<file path="config.mk">
export PLATFORM = sky130hd
export DESIGN_NAME = ram_copy_engine
export DESIGN_NICKNAME = d
export VERILOG_FILES = /design/src/rtl/ram_copy_engine.sv
export SDC_FILE = /design/constraint.sdc
export NUM_CORES = 1
export LEC_CHECK = 0
export ABC_CLOCK_PERIOD_IN_PS = 2800
export CAP_MARGIN = 10
export CORE_MARGIN = 1.5
export CORE_UTILIZATION = 30
export DETAILED_ROUTE_END_ITERATION = 6
export GPL_ROUTABILITY_DRIVEN = 1
export GPL_TIMING_DRIVEN = 0
export PLACE_DENSITY = 0.53
export SLEW_MARGIN = 0
export SYNTH_ARGS = -nofsm -noshare
export SYNTH_HDL_FRONTEND = slang
export SYNTH_SLANG_ARGS = --single-unit
</file>
<file path="constraint.sdc">
create_clock -name clock -period 2.8 [get_ports clock]
set_input_delay 0.28 -clock clock [delete_from_list [all_inputs] [get_ports clock]]
set_output_delay 0.28 -clock clock [all_outputs]
set_load 0.005 [all_outputs]
</file>
<file path="src/rtl/ram_copy_engine.sv">
// Block-copy sequencer for the scratch RAM: moves one byte per three cycles,
// in forward order, and keeps a running modular checksum of the bytes written.
module ram_copy_engine #(
    parameter int ADDR_W = 4,
    parameter int DATA_W = 8
) (
    input  logic              clock,
    input  logic              reset,
    input  logic              start,
    input  logic [ADDR_W-1:0] src_addr,
    input  logic [ADDR_W-1:0] dst_addr,
    input  logic [ADDR_W:0]   length,
    output logic              busy,
    output logic              done,
    output logic [ADDR_W:0]   count,
    output logic [DATA_W-1:0] checksum,
    output logic              mem_read,
    output logic [ADDR_W-1:0] mem_read_addr,
    input  logic [DATA_W-1:0] mem_read_data,
    output logic              mem_write,
    output logic [ADDR_W-1:0] mem_write_addr,
    output logic [DATA_W-1:0] mem_write_data
);

    // state | meaning
    // IDLE  | waiting for start
    // RD    | read strobe for byte[count]
    // CAP   | capture read data, set write address
    // WR    | write strobe, advance count/checksum
    // DONE  | one-cycle completion pulse
    typedef enum logic [2:0] {IDLE, RD, CAP, WR, DONE} state_t;

    localparam logic [ADDR_W:0] MAX_LEN = {1'b1, {ADDR_W{1'b0}}};
    localparam logic [ADDR_W:0] ONE     = {{ADDR_W{1'b0}}, 1'b1};

    state_t            state;
    logic [ADDR_W-1:0] src_q;
    logic [ADDR_W-1:0] dst_q;
    logic [ADDR_W:0]   len_q;
    logic [ADDR_W:0]   len_clamped;
    logic [ADDR_W:0]   count_next;

    assign len_clamped = (length > MAX_LEN) ? MAX_LEN : length;
    assign count_next  = count + ONE;

    // Strobes come straight from the state register so they cannot glitch.
    assign busy      = (state != IDLE);
    assign done      = (state == DONE);
    assign mem_read  = (state == RD);
    assign mem_write = (state == WR);

    always_ff @(posedge clock or posedge reset) begin
        if (reset) begin
            state          <= IDLE;
            src_q          <= '0;
            dst_q          <= '0;
            len_q          <= '0;
            count          <= '0;
            checksum       <= '0;
            mem_read_addr  <= '0;
            mem_write_addr <= '0;
            mem_write_data <= '0;
        end else begin
            case (state)
                IDLE: begin
                    if (start) begin
                        src_q         <= src_addr;
                        dst_q         <= dst_addr;
                        len_q         <= len_clamped;
                        count         <= '0;
                        checksum      <= '0;
                        mem_read_addr <= src_addr;
                        state         <= (len_clamped == '0) ? DONE : RD;
                    end
                end
                RD: begin
                    state <= CAP;
                end
                CAP: begin
                    mem_write_data <= mem_read_data;
                    mem_write_addr <= dst_q + count[ADDR_W-1:0];
                    state          <= WR;
                end
                WR: begin
                    count         <= count_next;
                    checksum      <= checksum + mem_write_data;
                    // Next read address is prepared here so RD can strobe it directly.
                    mem_read_addr <= src_q + count_next[ADDR_W-1:0];
                    state         <= (count_next == len_q) ? DONE : RD;
                end
                DONE: begin
                    state <= IDLE;
                end
                default: begin
                    state <= IDLE;
                end
            endcase
        end
    end

endmodule

</file>
Word level (Yosys, flattened, before mapping)
Cells that the tools add are included.
{"block": "totals", "wordCells": 37, "reg_bits": 45, "ram_bits": 0, "in_bits": 24, "latch_bits": 0, "out_inout_bits": 33, "n_memories": 0, "rom_bits": 0}
{"block": "classes", "eq_ne": 6, "n_bitwise": 0, "shifts": 0, "n_reduce_logical": 6, "add_sub_neg": 4, "n_div": 0, "mul": 0, "magnitude_cmp": 1, "muxes": 11}
{"cell": "$pmux 8 s2", "count": 1}
{"cell": "$pmux 3 s4", "count": 1}
{"cell": "$mux 5", "count": 2}
{"cell": "$pmux 5 s2", "count": 1}
{"cell": "$mux 3", "count": 3}
{"cell": "$add 4x4->4", "count": 2}
{"cell": "$add 8x8->8", "count": 1}
{"cell": "$mux 8", "count": 1}
{"cell": "$pmux 4 s2", "count": 1}
{"cell": "$eq 3x2->1 const B", "count": 2}
{"cell": "$add 5x1->5 const B", "count": 1}
{"cell": "$eq 5x5->1", "count": 1}
{"cell": "$gt 5x5->1 const B", "count": 1}
{"cell": "$logic_not 5->1", "count": 1}
{"cell": "$mux 4", "count": 1}
{"cell": "$reduce_and 2->1", "count": 2}
{"cell": "$eq 3x1->1 const B", "count": 1}
{"cell": "$eq 3x3->1 const B", "count": 1}
{"cell": "$logic_not 3->1", "count": 1}
{"cell": "$reduce_bool 3->1", "count": 1}
{"cell": "$ne 2x2->1 const B", "count": 1}
{"cell": "$reduce_bool 2->1", "count": 1}

Longest topological paths before layout
Gate-level depths: netlist of run 1.
{"block": "depth", "ltp_word": 6, "mapped_depth": 7, "mapped_depth_nobuf": 7}

Worst setup path after synthesis of run 1
No wires, ideal clock.
{"block": "synth_path", "path_type": "reg-to-reg", "from": "register checksum[4]", "to": "register checksum[7]", "required_time_ps": 2722, "path_buffers": 0, "setup_time_ps": 78, "path_slack_ps": 1002, "synth_period_minus_slack_ps": 1798, "arrival_ps": 1720, "stages_incl_launch_ff": 7, "cell_sequence": "dfrtp_1 ha_1 o211ai_2 o211a_1 or3_1 a211oi_2 o21bai_1"}
{"block": "synth_via", "elab_chain_len": 2}
{"element": "start, declared", "line_no": "16", "text": "output logic [DATA_W-1:0] checksum,"}
{"element": "start signal, assigned", "line_no": "86", "text": "checksum <= checksum + mem_write_data;"}
{"element": "$add 8x8->8", "line_no": "86"}
{"element": "$pmux 8 s2", "line_no": "64", "text": "case (state)"}
No other way between the ends.
A chain may end at the register's enable or synchronous reset.

Worst setup path after layout of run 1
{"block": "layout_path", "from": "register state[1]", "to": "output mem_write"}
{"block": "layout_via", "elab_chain_len": 1}
{"element": "start, declared", "line_no": "36", "text": "state_t state;"}
{"element": "start signal, assigned", "line_no": "73", "text": "state <= (len_clamped == '0) ? DONE : RD;"}
{"element": "start signal, assigned", "line_no": "89", "text": "state <= (count_next == len_q) ? DONE : RD;"}
{"element": "$eq 3x2->1", "line_no": "50", "text": "assign mem_write = (state == WR);"}
{"element": "end, declared", "line_no": "20", "text": "output logic mem_write,"}
No other way between the ends.

==> results.sh, run 1 <==
export IMPL_drtAntennaViolNets=0
export IMPL_use_met3_pct=3.15
export IMPL_h_tree_depth=2
export IMPL_use_met1_pct=21.9
export IMPL_gp_congestion=0.735
export IMPL_critPathArrivalTime_ns=2.10
export IMPL_met2_usage_pct=22.7
export IMPL_fin_setup_tns_ns=0
export IMPL_die_w_um=91.7
export IMPL_syn_avg_cell_area_um2=9.26
export IMPL_drtIter0Drc=72
export IMPL_ir_drop_v=0.000348
export IMPL_powerDensity_nw_per_um2=1130
export IMPL_drive_above_1_share_pct=4.06
export IMPL_grt_max_degree=32
export IMPL_crit_path_cell_trace="nor2b_1 > nand2_1 > inv_1 > buf_2 > clkdlybuf4s50_1"
export IMPL_cp_startpoint="state[1]"
export IMPL_worstSetupEndpointType="output pin"
export IMPL_r2r_start="count[0]"
export IMPL_hold_violations=0
export IMPL_drtPass1Iterations=4
export IMPL_rsz0062_at_grt="false"
export IMPL_syn_nets=296
export IMPL_synth_edf_count=0
export IMPL_synth_seq_cells=45
export IMPL_slowest_delay_ns=0.55
export IMPL_leakagePower_uw=0.00149
export IMPL_whs_ns=0.269
export IMPL_n_fill_cell=803
export IMPL_grt_overflow=0
export IMPL_netlist_area_leader_share_pct=47.7
export IMPL_outcome="finished clean"
export IMPL_synth_warnings=0
export IMPL_synth_main_ff_cell="dfrtp_1"
export IMPL_drc_errors=0
export IMPL_crit_slowest_cell="clkdlybuf4s50_1"
export IMPL_grt_pass1_vias=1929
export IMPL_worstPathRequired_ns=2.52
export IMPL_cp_start_kind="register"
export IMPL_cts_tree="done"
export IMPL_cts_buffer_depth=2
export IMPL_crit_type="reg2out"
export IMPL_clkLatencyLatePin_ns=0.29
export IMPL_rows=32
export IMPL_period_minus_slack_ns=2.38
export IMPL_critPathMaxFanout=10
export IMPL_grt_busiest_layer="met2"
export IMPL_areaGrowthSynthToFinish_pct=33.4
export IMPL_clock_sinks=45
export IMPL_r2r_end="mem_read_addr[3]"
export IMPL_async_flop_share_pct=100
export IMPL_fmax_ghz=0.420
export IMPL_worst_pin_slew_ns=0.526
export IMPL_ys_top_cells_by_area="dfrtp_1 48%, nand2_1 12%, ha_1 7.4%"
export IMPL_wirelength_um=5820
export IMPL_fin_nets=360
export IMPL_yosysTopAreaCell="dfrtp_1"
export IMPL_maxSlewViolCount=0
export IMPL_holdBufCountCts=0
export IMPL_numPortBuffers=56
export IMPL_ys_seq_area_share_pct=47.7
export IMPL_fp_dieH_um=91.7
export IMPL_grt_pass1_wl_um=9850
export IMPL_n_antenna_cell=0
export IMPL_dieArea_um2=8420
export IMPL_regToRegSetupSlack_ns=0.79
export IMPL_antenna_found_initial=0
export IMPL_syn_area_um2=2360
export IMPL_yosysMostFrequentCell="nand2_1"
export IMPL_worst_path_buf_inv=3
export IMPL_clock_root_buffer="clkbuf_8"
export IMPL_start_util_pct=30.7
export IMPL_hold_class="in2async"
export IMPL_max_cap_violations=0
export IMPL_post_cts_repair_setup_buffers=0
export IMPL_period_share_pct=85.1
export IMPL_ys_top_cells_by_count="78 x nand2_1, 45 x dfrtp_1, 15 x o21ai_0"
export IMPL_dr_total_vias=1927
export IMPL_cp_top_family="buffers and inverters"
export IMPL_dp_hpwl_um=4370
export IMPL_setup_viol_count_final=0
export IMPL_syn_inst=255
export IMPL_skew_ns=0.00483
export IMPL_ioPinCount=57
export IMPL_cts_resized=0
export IMPL_cts_made_buffers=5
export IMPL_ys_types=33
export IMPL_wl_per_cell_um=13.8
export IMPL_rr_worst_depth=6
export IMPL_core_region_area_um2=7690
export IMPL_via_per_inst=4.57
export IMPL_grt_usage_pct=15.1
export IMPL_slew_headroom_pct=64.9
export IMPL_clk_pin_slew_ns=0.08
==> sequential cells by signal, indices dropped and copies added (netlist names) <==
name	cells
checksum	8
count	5
dst_q	4
len_q	5
mem_read_addr	4
mem_write_addr	4
mem_write_data	8
src_q	4
state	3
==> cells in the final DEF (no fill, tap or decap) <==
cell             Yosys  routed
a211oi_1             2       2
a211oi_2             1       1
a21o_1               4       4
a21oi_1              7       7
a22oi_1              2       2
a31oi_1              3       3
and2_1               2       2
and3_1               3       3
buf_12               0       1
buf_2                4       4
clkbuf_1             5       8
clkbuf_8             0       5
clkdlybuf4s50_1      0      56
dfrtp_1             45      45
fa_1                 3       3
ha_1                14      14
inv_1               10       9
inv_2                0       1
nand2_1             78      78
nand2b_1             1       1
nand3_1             10      10
nand3b_1             4       4
nand4_1              1       1
nor2_1               5       5
nor2b_1              1       1
nor3_1               5       5
nor3b_1              1       1
o211a_1              1       1
o211ai_2             1       1
o21a_1               1       1
o21ai_0             15      15
o21bai_1             2       2
o2bb2ai_1            1       1
o31ai_1              3       3
or3_1                1       1
xnor2_1             11      11
xor2_1               8       8
==> how the worst max path moves through the flow <==
| stage | slack, ns | cells after the start | endpoint |
|---|---|---|---|
| floorplan | 1.00 | 6 | checksum[7] |
| global placement | 0.41 | 2 | src_q[0] |
| detailed placement | 0.74 | 5 | mem_write |
| CTS | 0.40 | 5 | mem_write |
| global route | 0.17 | 5 | mem_write |
| finish | 0.42 | 5 | mem_write |
==> per-layer routing <==
layer / vias to the layer above / share of wire, %
met2: 28 / 45
met1: 916 / 51
met3: 2 / 3.2
li1: 981 / -
met5: - / 0
met4: 0 / 0.81
==> cells by family (layout without fill, tap and decap cells) <==
logic type / after synthesis / count (layout) / share of synthesized area [%]
DFF: 45 / 45 / 47.7
xor gates and xnor gates: 19 / 19 / 7.04
AOI/OAI and AO/OA: 43 / 43 / 11.8
and+or+nand+nor: 112 / 112 / 20.3
buffers and inverters: 19 / 84 / 3.23
adders and majority gates: 17 / 17 / 9.96
==> cell type report <==
class	count	area (um2)	area share (%)
inverter	10	37.5	1.19
sequential	45	1130	35.7
timing repair buffer	57	581	18.4
buffer	9	38.8	1.23
clock buffer	8	80.1	2.54
tap	102	128	4.05
multi-input combinational	191	1160	36.8
==> per-stage QoR <==
stage               util, %  instances  setup slack, ns  total power (uW)  cell area [um2]
floorplan                 -        255             1.00              2380             2360
global placement       39.7        413            0.410              3170             3050
detailed placement     39.9        414            0.738              3200             3070
CTS                    41.0        422            0.402              3600             3150
global route           41.0        422            0.166              3930             3150
finish                 41.0        422            0.418              3550             3150
==> report_power, final <==
part / total (uW) / internal (uW) / switching, uW
Clock: 393 / 178 / 215
Combinational: 1950 / 981 / 967
Sequential: 1200 / 944 / 261
Total: 3550 / 2100 / 1440
No activity file was read; power rests on OpenSTA's default activity.
==> inputs of run 2 (changes only) <==
CORE_UTILIZATION = 53   (was 30)
PLACE_DENSITY = 0.85   (was 0.53)
==> results.sh, run 2 (synthesized netlist as in run 1, its figures left out) <==
export IMPL_outcome="finished clean"
export IMPL_cts_made_buffers=5
export IMPL_setup_viol_count_final=0
export IMPL_fp_dieH_um=69.8
export IMPL_rows=24
export IMPL_clock_sinks=45
export IMPL_rsz0062_at_grt="false"
export IMPL_gp_congestion=0.832
export IMPL_drtPass1Iterations=4
export IMPL_fmax_ghz=0.421
export IMPL_period_minus_slack_ns=2.37
export IMPL_leakagePower_uw=0.00150
export IMPL_rr_worst_depth=6
export IMPL_maxSlewViolCount=0
export IMPL_hold_class="in2async"
export IMPL_wirelength_um=5460
export IMPL_drtAntennaViolNets=0
export IMPL_h_tree_depth=2
export IMPL_n_antenna_cell=0
export IMPL_design_area_um2=3120
export IMPL_core_region_area_um2=4320
export IMPL_cts_tree="done"
export IMPL_post_cts_repair_setup_buffers=0
export IMPL_top_regs="checksum x8, mem_write_data x8"
export IMPL_stdcell_count=372
export IMPL_cts_resized=0
export IMPL_drtIter0Drc=107
export IMPL_n_fill_cell=341
export IMPL_placed_area_um2=3010
export IMPL_via_per_inst=5.54
export IMPL_period_share_pct=84.8
export IMPL_fin_setup_tns_ns=0
export IMPL_antenna_found_initial=0
export IMPL_final_cell_mix="78 x nand2_1, 56 x clkdlybuf4s50_1, 45 x dfrtp_1"
export IMPL_die_w_um=69.8
export IMPL_worst_pin_slew_ns=0.507
export IMPL_fin_nets=360
export IMPL_clock_root_buffer="clkbuf_8"
export IMPL_grt_overflow=0
export IMPL_clk_pin_slew_ns=0.08
export IMPL_dp_hpwl_um=4010
export IMPL_drive_above_1_share_pct=4.69
export IMPL_worstSetupEndpointType="output pin"
export IMPL_slew_headroom_pct=66.2
export IMPL_drc_errors=0
export IMPL_max_cap_violations=0
export IMPL_ioPinCount=57
export IMPL_grt_pass1_vias=2005
export IMPL_cp_start_kind="register"
export IMPL_numPortBuffers=56
export IMPL_worstPathRequired_ns=2.52
export IMPL_grt_usage_pct=24.0
export IMPL_hold_violations=0
export IMPL_powerDensity_nw_per_um2=1190
export IMPL_dr_total_vias=2060
export IMPL_critPathArrivalTime_ns=2.09
export IMPL_critPathMaxFanout=10
export IMPL_cp_startpoint="state[1]"
export IMPL_areaGrowthSynthToFinish_pct=32.3
export IMPL_grt_max_degree=45
export IMPL_r2r_start="count[0]"
export IMPL_start_util_pct=54.6
export IMPL_holdBufCountCts=0
export IMPL_grt_pass1_wl_um=9260
export IMPL_layout_commonest_cell="nand2_1"
export IMPL_skew_ns=0.00713
export IMPL_dieArea_um2=4870
export IMPL_cts_buffer_depth=2
export IMPL_placed_cells=364
export IMPL_wl_per_cell_um=14.7
export IMPL_clkLatencyLatePin_ns=0.30
export IMPL_ir_drop_v=0.000510
export IMPL_crit_type="reg2out"
-- run 2: power breakdown --
part	switching [uW]	leakage (uW)	internal, uW
clock	219	0.0000585	291
combinational	1000	0.000878	993
sequential	267	0.000567	944
total	1490	0.00150	2230
-- run 2: stage by stage --
stage | hold slack, ns | total power, uW | setup WS [ns] | utilization (%)
2_1_floorplan | 0.385 | 2380 | 1.00 | -
3_3_place_gp | 0.458 | 3080 | 0.598 | 69.1
3_5_place_dp | 0.464 | 3190 | 0.782 | 69.6
4_1_cts | 0.141 | 3720 | 0.452 | 72.3
5_1_grt | 0.135 | 4040 | 0.300 | 72.3
6_report | 0.143 | 3720 | 0.425 | 72.3
-- run 2: path summary, 6_finish.rpt --
path | endpoint | slack, ns
min in group clock | mem_write_addr[3] | 0.49
max reg2reg | mem_read_addr[3] | 0.77
max | mem_write | 0.43
min | mem_write_data[5] | 0.14
min reg2reg | mem_write_addr[3] | 0.49
max in group asynchronous | mem_write_data[4] | 2.24
-- run 2: final cells by class --
| cell class | instances | area (um2) | share of cell area (%) |
|---|---|---|---|
| buffer | 9 | 38.8 | 1.24 |
| clock buffer | 7 | 86.3 | 2.76 |
| clock inverter | 1 | 30.0 | 0.961 |
| inverter | 10 | 37.5 | 1.20 |
| multi-input combinational | 191 | 1160 | 37.1 |
| sequential | 45 | 1130 | 36.0 |
| tap | 52 | 65.1 | 2.08 |
| timing repair buffer | 57 | 581 | 18.6 |
-- run 2: worst max-delay path: stages (launching register included) --
cell	delay (ns)
dfrtp_1	0.42
nor2b_1	0.35
nand2_1	0.13
inv_1	0.10
buf_2	0.25
clkdlybuf4s50_1	0.54
-- run 2: layer usage --
metal | up-vias | GRT usage (%) | part of all wire [%]
li1 | 983 | - | -
met1 | 996 | 31.9 | 43
met2 | 65 | 37.9 | 48
met3 | 16 | 5.67 | 6.6
met4 | 0 | 9.83 | 2.4
met5 | - | 0 | 0
